<file path="config.mk">
export PLATFORM = sky130hd
export DESIGN_NAME = imem_uart_loader
export DESIGN_NICKNAME = d
export VERILOG_FILES = /design/src/rtl/imem_uart_loader_pkg.sv /design/src/rtl/imem_uart_loader.sv
export SDC_FILE = /design/constraint.sdc
export NUM_CORES = 1
export LEC_CHECK = 0
export ABC_CLOCK_PERIOD_IN_PS = 2080
export CAP_MARGIN = 5
export CORE_UTILIZATION = 25
export CTS_BUF_LIST = sky130_fd_sc_hd__clkbuf_8 sky130_fd_sc_hd__clkbuf_16
export DETAILED_ROUTE_END_ITERATION = 6
export GPL_TIMING_DRIVEN = 0
export HOLD_SLACK_MARGIN = 0.02
export SYNTH_ARGS = -nofsm -noshare
export SYNTH_HDL_FRONTEND = slang
export SYNTH_SLANG_ARGS = --single-unit
</file>
<file path="constraint.sdc">
create_clock -name i_clk -period 2.08 [get_ports i_clk]
set_input_delay 0.52 -clock i_clk [delete_from_list [all_inputs] [get_ports i_clk]]
set_output_delay 0.52 -clock i_clk [all_outputs]
set_load 0.01 [all_outputs]
</file>
<file path="src/rtl/imem_uart_loader_pkg.sv">
// Debug-unit shared definitions for the instruction-memory UART loader.
// LOADER_HALT_APPEND_EN adds the APPEND state to the loader state enum.
package imem_uart_loader_pkg;

  localparam int SIZE            = 32;
  localparam int ADDR_WIDTH      = 32;
  localparam int MAX_INSTRUCTION = 64;
  localparam int IDX_W           = $clog2(MAX_INSTRUCTION + 1);

  localparam logic [7:0] CMD_LOAD  = 8'h07;
  localparam logic [7:0] ACK_OK    = 8'h52;
  localparam logic [7:0] ACK_ERR   = 8'h45;
  localparam logic [7:0] MAX_COUNT = 8'(MAX_INSTRUCTION);

  localparam logic [SIZE-1:0] HALT_WORD = {SIZE{1'b1}};

  typedef enum logic [2:0] {
    ST_IDLE      = 3'd0,
    ST_GET_COUNT = 3'd1,
    ST_GET_BYTE  = 3'd2,
    ST_WRITE     = 3'd3,
`ifdef LOADER_HALT_APPEND_EN
    ST_APPEND    = 3'd4,
`endif
    ST_ACK       = 3'd5
  } loader_state_t;

  // Word slot index to instruction-memory byte address.
  function automatic logic [ADDR_WIDTH-1:0] word_byte_addr(input logic [IDX_W-1:0] idx);
    return ADDR_WIDTH'({idx, 2'b00});
  endfunction

endpackage

</file>
<file path="src/rtl/imem_uart_loader.sv">
// Instruction-memory program loader driven from the UART RX/TX FIFOs.
// Reads a count byte N and N little-endian 32-bit words, writes them to
// consecutive word slots from 0, then pushes an 'R' / 'E' ack byte.
// Optional build macro: LOADER_HALT_APPEND_EN (writes a HALT word at slot N
// after the last instruction when N is below the memory depth).
//
//  state      | meaning
//  -----------+-----------------------------------------------------------
//  IDLE       | waiting for i_start; nothing popped or pushed
//  GET_COUNT  | popping the count byte N
//  GET_BYTE   | popping the 4 bytes of the current word, LSB first
//  WRITE      | one-cycle write of the assembled word at word_idx*4
//  APPEND     | one-cycle HALT write at N*4 (macro builds only)
//  ACK        | pushing the ack byte, waiting out a full TX FIFO
module imem_uart_loader
  import imem_uart_loader_pkg::*;
(
  input  logic                  i_clk,
  input  logic                  i_rst_n,
  input  logic                  i_start,
  input  logic                  i_rx_empty,
  input  logic [7:0]            i_rx_data,
  output logic                  o_rd,
  input  logic                  i_tx_full,
  output logic                  o_tx_wr,
  output logic [7:0]            o_tx_data,
  output logic                  o_imem_we,
  output logic [ADDR_WIDTH-1:0] o_imem_addr,
  output logic [SIZE-1:0]       o_imem_data,
  output logic                  o_busy,
  output logic                  o_done,
  output logic                  o_err
);

  loader_state_t state_q, state_d;

  logic [SIZE-1:0]  word_q;
  logic [1:0]       byte_idx_q;
  logic [IDX_W-1:0] word_idx_q;
  logic [IDX_W-1:0] count_q;
  logic [7:0]       ack_q;
  logic             err_q;

  logic count_zero;
  logic count_bad;
  logic last_word;

  assign count_zero = (i_rx_data == 8'h00);
  assign count_bad  = (i_rx_data > MAX_COUNT);
  assign last_word  = ((word_idx_q + IDX_W'(1)) == count_q);

  // State register.
  always_ff @(posedge i_clk) begin
    if (!i_rst_n) state_q <= ST_IDLE;
    else          state_q <= state_d;
  end

  // Next-state selection.
  always_comb begin
    state_d = state_q;
    case (state_q)
      ST_IDLE: begin
        if (i_start) state_d = ST_GET_COUNT;
      end
      ST_GET_COUNT: begin
        if (!i_rx_empty) begin
          if (count_zero || count_bad) state_d = ST_ACK;
          else                         state_d = ST_GET_BYTE;
        end
      end
      ST_GET_BYTE: begin
        if (!i_rx_empty && (byte_idx_q == 2'd3)) state_d = ST_WRITE;
      end
      ST_WRITE: begin
        if (last_word) begin
`ifdef LOADER_HALT_APPEND_EN
          // A full memory has no free slot for the HALT word.
          if (count_q < IDX_W'(MAX_INSTRUCTION)) state_d = ST_APPEND;
          else                                   state_d = ST_ACK;
`else
          state_d = ST_ACK;
`endif
        end else begin
          state_d = ST_GET_BYTE;
        end
      end
`ifdef LOADER_HALT_APPEND_EN
      ST_APPEND: begin
        state_d = ST_ACK;
      end
`endif
      ST_ACK: begin
        if (!i_tx_full) state_d = ST_IDLE;
      end
      default: begin
        state_d = ST_IDLE;
      end
    endcase
  end

  // Strobes and write bus; the address/data bus is zero outside write cycles.
  always_comb begin
    o_rd        = 1'b0;
    o_imem_we   = 1'b0;
    o_imem_addr = '0;
    o_imem_data = '0;
    o_tx_wr     = 1'b0;
    o_done      = 1'b0;
    case (state_q)
      ST_GET_COUNT, ST_GET_BYTE: begin
        o_rd = !i_rx_empty;
      end
      ST_WRITE: begin
        o_imem_we   = 1'b1;
        o_imem_addr = word_byte_addr(word_idx_q);
        o_imem_data = word_q;
      end
`ifdef LOADER_HALT_APPEND_EN
      ST_APPEND: begin
        o_imem_we   = 1'b1;
        o_imem_addr = word_byte_addr(count_q);
        o_imem_data = HALT_WORD;
      end
`endif
      ST_ACK: begin
        o_tx_wr = !i_tx_full;
        o_done  = !i_tx_full;
      end
      default: begin
      end
    endcase
    o_busy    = (state_q != ST_IDLE);
    o_tx_data = ack_q;
    o_err     = err_q;
  end

  // Count capture, byte assembly, word index and sticky error flag.
  always_ff @(posedge i_clk) begin
    if (!i_rst_n) begin
      word_q     <= '0;
      byte_idx_q <= '0;
      word_idx_q <= '0;
      count_q    <= '0;
      ack_q      <= '0;
      err_q      <= 1'b0;
    end else begin
      case (state_q)
        ST_IDLE: begin
          if (i_start) err_q <= 1'b0;
        end
        ST_GET_COUNT: begin
          if (!i_rx_empty) begin
            word_idx_q <= '0;
            byte_idx_q <= '0;
            if (count_bad) begin
              count_q <= '0;
              ack_q   <= ACK_ERR;
              err_q   <= 1'b1;
            end else begin
              count_q <= i_rx_data[IDX_W-1:0];
              ack_q   <= ACK_OK;
            end
          end
        end
        ST_GET_BYTE: begin
          // Shift in from the top so the first byte ends up in bits [7:0].
          if (!i_rx_empty) begin
            word_q     <= {i_rx_data, word_q[SIZE-1:8]};
            byte_idx_q <= byte_idx_q + 2'd1;
          end
        end
        ST_WRITE: begin
          if (!last_word) word_idx_q <= word_idx_q + IDX_W'(1);
        end
        default: begin
        end
      endcase
    end
  end

endmodule

</file>
==> run metrics <==
final net count=around 500; Pins Over Slew Limit=0; class of the worst hold path=register to register; data required time at the worst endpoint=1.56 ns; #FFs+latches synth=55; Final ANT Viol Nets=0; GRT Total Usage=0.130; distinct cell type count after synthesis=43; DP HPWL=slightly above 6 mm; final worst path period share=1.03; dominant synthesized flop cell=dfxtp_1; Buf/Inv on CP=4; CP cell instances=nand2b_4, or2_4, inv_6, buf_8, buf_4, and2_4, buf_6; CTS tree=yes; Syn Area/Cell=approximately 8 um2; vias in the first global route=2767; Leak=1.77 nW; unrepaired setup endpoints after global routing=yes; total power=~2.2 mW; H-tree Lvls=2; Routed WL per cell=about 13 um; IO Port Bufs=61; final hold violation count=0; Final Setup Violations=18; Worst path slowest cell=dfxtp_4; post-layout minimum cycle time=2.15 ns; Antenna Cells=0; Die Y=112 um; Worst-Skew Late Latency=slightly below 0.3 ns; Worst R2R Path Depth=8; full die area=~13000 um2; failing checks=design-rule violations, negative setup slack; clk sinks=55; placed cell area=~3900 um2; remaining global-route overflow=0; Reg2Reg Launch Point=word_idx_q[0]$_SDFFE_PN0P_; EDFF count, synth=0; fmax=about 0.47 GHz; Setup CP Type=register to output port; sequential area share after synthesis=0.363; drt via density=4.41; std cell rows=39; Hold Path Depth=2; Crit path arrival time=1.63 ns; largest net degree at the start of global routing=20; Synthesis Warnings=0; peak supply drop=370 uV; routed vias=2817; Pwr Density=between 500 and 600 nW/um2; MaxCap Viol Count=0; Worst path top cell family by delay=simple AND/OR/NAND/NOR gates; die width=112 um; Worst Hold Launch=word_q[6]$_SDFFE_PN0P_; Mapped Area=3030 um2; outcome=complete, but fails checks; final instance area=roughly 4400 um2; Worst Setup Start Kind=register; core area=11600 um2; Root Buffer=clkbuf_16; R2R setup slack=0.16 ns; worst clock skew=0.00609 ns; clock transition at the registers of the reported paths=0.07 ns; Worst Setup End Kind=output port; asr flop ratio synth=0; I/O pins=91; Starting Density=0.261; hold-critical path endpoint=word_q[6]$_SDFFE_PN0P_; Inserted Clock Buffers=5; first-pass GRT wire length=13.4 mm; post-synthesis cell count=roughly 390; first-pass iteration count of the detailed router=6; Final WS setup=-0.0669 ns; DRT iter0 DRCs=between 150 and 200; Least-Margin Pin Slew=0.515 ns; Reg-to-Reg End=word_idx_q[4]$_SDFFE_PN0P_; Area Growth Syn to Fin=43.6%; clock buffer depth=2; Remaining DRCs=12; Slew HR=0.657; CP Max Fanout=6; critical path's largest stage delay=0.35 ns; gpl congestion=roughly 0.86; initial antenna violation count=0; layout cells sized above 1=0.317; routed wire length=roughly 8.2 mm
-- through the flow --
step | setup TNS (ns) | hold slack [ns] | utilization | worst slack (ns) | cells
2_1_floorplan | 0 | 0.439 | - | 0.00683 | 416
3_3_place_gp | -40.52 | 0.447 | 0.340 | -0.988 | 620
3_5_place_dp | -41.71 | 0.453 | 0.340 | -0.994 | 620
4_1_cts | -1.47 | 0.464 | 0.367 | -0.106 | 635
5_1_grt | -2.44 | 0.496 | 0.375 | -0.118 | 639
6_report | -0.906 | 0.460 | 0.375 | -0.0669 | 639
-- cells in the mapped netlist (all sizes together) (4+ instances only) --
| library cell | number | area (um2) |
|---|---|---|
| nor3 | 6 | 30.0 |
| a21oi | 4 | 23.8 |
| o21ai | 9 | 45.0 |
| a21boi | 44 | 330 |
| or3 | 6 | 37.5 |
| nor4 | 4 | 25.0 |
| o21a | 4 | 30.0 |
| dfxtp | 55 | 1100 |
| clkbuf | 21 | 78.8 |
| nand2 | 89 | 334 |
| and2 | 38 | 238 |
| buf | 36 | 267 |
| nand3 | 15 | 80.1 |
| inv | 7 | 26.3 |
| nor2 | 9 | 33.8 |
-- layer usage --
metal	routed length, um	share of wire	GRT usage
met3	496	0.060	0.0248
met2	4050	0.49	0.236
met5	0	0	0
met4	83	0.010	0.0293
met1	3600	0.44	0.158
-- cells by family (layout without fill, tap and decap cells) --
| family | Yosys count | count (layout) | share of synthesized area |
|---|---|---|---|
| xor+xnor | 6 | 6 | 0.0173 |
| other cells | 1 | 28 | 0.00124 |
| simple gates | 178 | 178 | 0.281 |
| fa+ha+maj | 2 | 2 | 0.00825 |
| buf+inv | 64 | 144 | 0.123 |
| mux | 2 | 2 | 0.00660 |
| flops | 55 | 55 | 0.363 |
| compound gates | 81 | 81 | 0.200 |
-- cell type report --
cell class	count	area [um2]
Fill cell	1190	7260
Sequential cell	55	1120
Timing Repair Buffer	77	677
Inverter	7	33.8
Clock inverter	3	27.5
Tap cell	143	179
Clock buffer	5	125
Multi-Input combinational cell	297	1810
Buffer	52	383
-- placed cells by master (no fill, tap or decap), drive strengths merged, types with 2 or more instances in the layout --
cell type and n:
dfxtp 55, and2 38, a21oi 4, nand2b 3, nor3 6, o211a 3
o21ai 9, o31a 2, nor4 4, o21a 4, or3 6, clkdlybuf4s15 2
clkdlybuf4s50 14, xnor2 3, conb 28, nand3 15, inv 9, nor2b 2
mux2i 2, a211o 2, nor2 9, ha 2, clkbuf 21, nand2 89
a21boi 44, nor3b 2, o211ai 3, dlygate4sd2 3, buf 93, xor2 3
or2 2, a31oi 3
-- worst min-delay path, stage by stage, from the launching register on --
cell	delay, ns
dfxtp_1	0.31
nand2_1	0.04
a21boi_0	0.06
-- how the worst max path moves through the flow --
| stage | depth (start not counted) | endpoint | start |
|---|---|---|---|
| after CTS | 7 | o_imem_data[22] | state_q[2]$_SDFFE_PN0P_ |
| after global routing | 7 | o_imem_data[12] | state_q[2]$_SDFFE_PN0P_ |
| after global placement | 6 | o_rd | i_rx_empty |
| after detailed placement | 6 | o_rd | i_rx_empty |
| after floorplan | 8 | o_imem_data[19] | state_q[2]$_SDFFE_PN0P_ |
| final | 7 | o_imem_addr[8] | state_q[2]$_SDFFE_PN0P_ |
-- timing repair --
item / in CTS / in global routing
pin swaps: 18 / 9
buffers inserted: 9 / 6
hold buffers: 0 / 0
cloned: 1 / 0
setup endpoints to repair: 72 / 78
gates resized for setup: 244 / 25
-- state kept, by name, summed over array words and instances, names as in the netlist --
signal,count
count_q,7
word_q,32
byte_idx_q,2
word_idx_q,7
state_q,3
o_tx_data,3
o_err,1
-- power breakdown --
part           switching, mW  leakage, nW  internal (mW)
Clock                  0.414       0.0723          0.460
Sequential            0.0146        0.447           1.06
Combinational          0.139         1.25          0.129
Total                  0.568         1.77           1.65
Power figures use the tool's default switching activity.
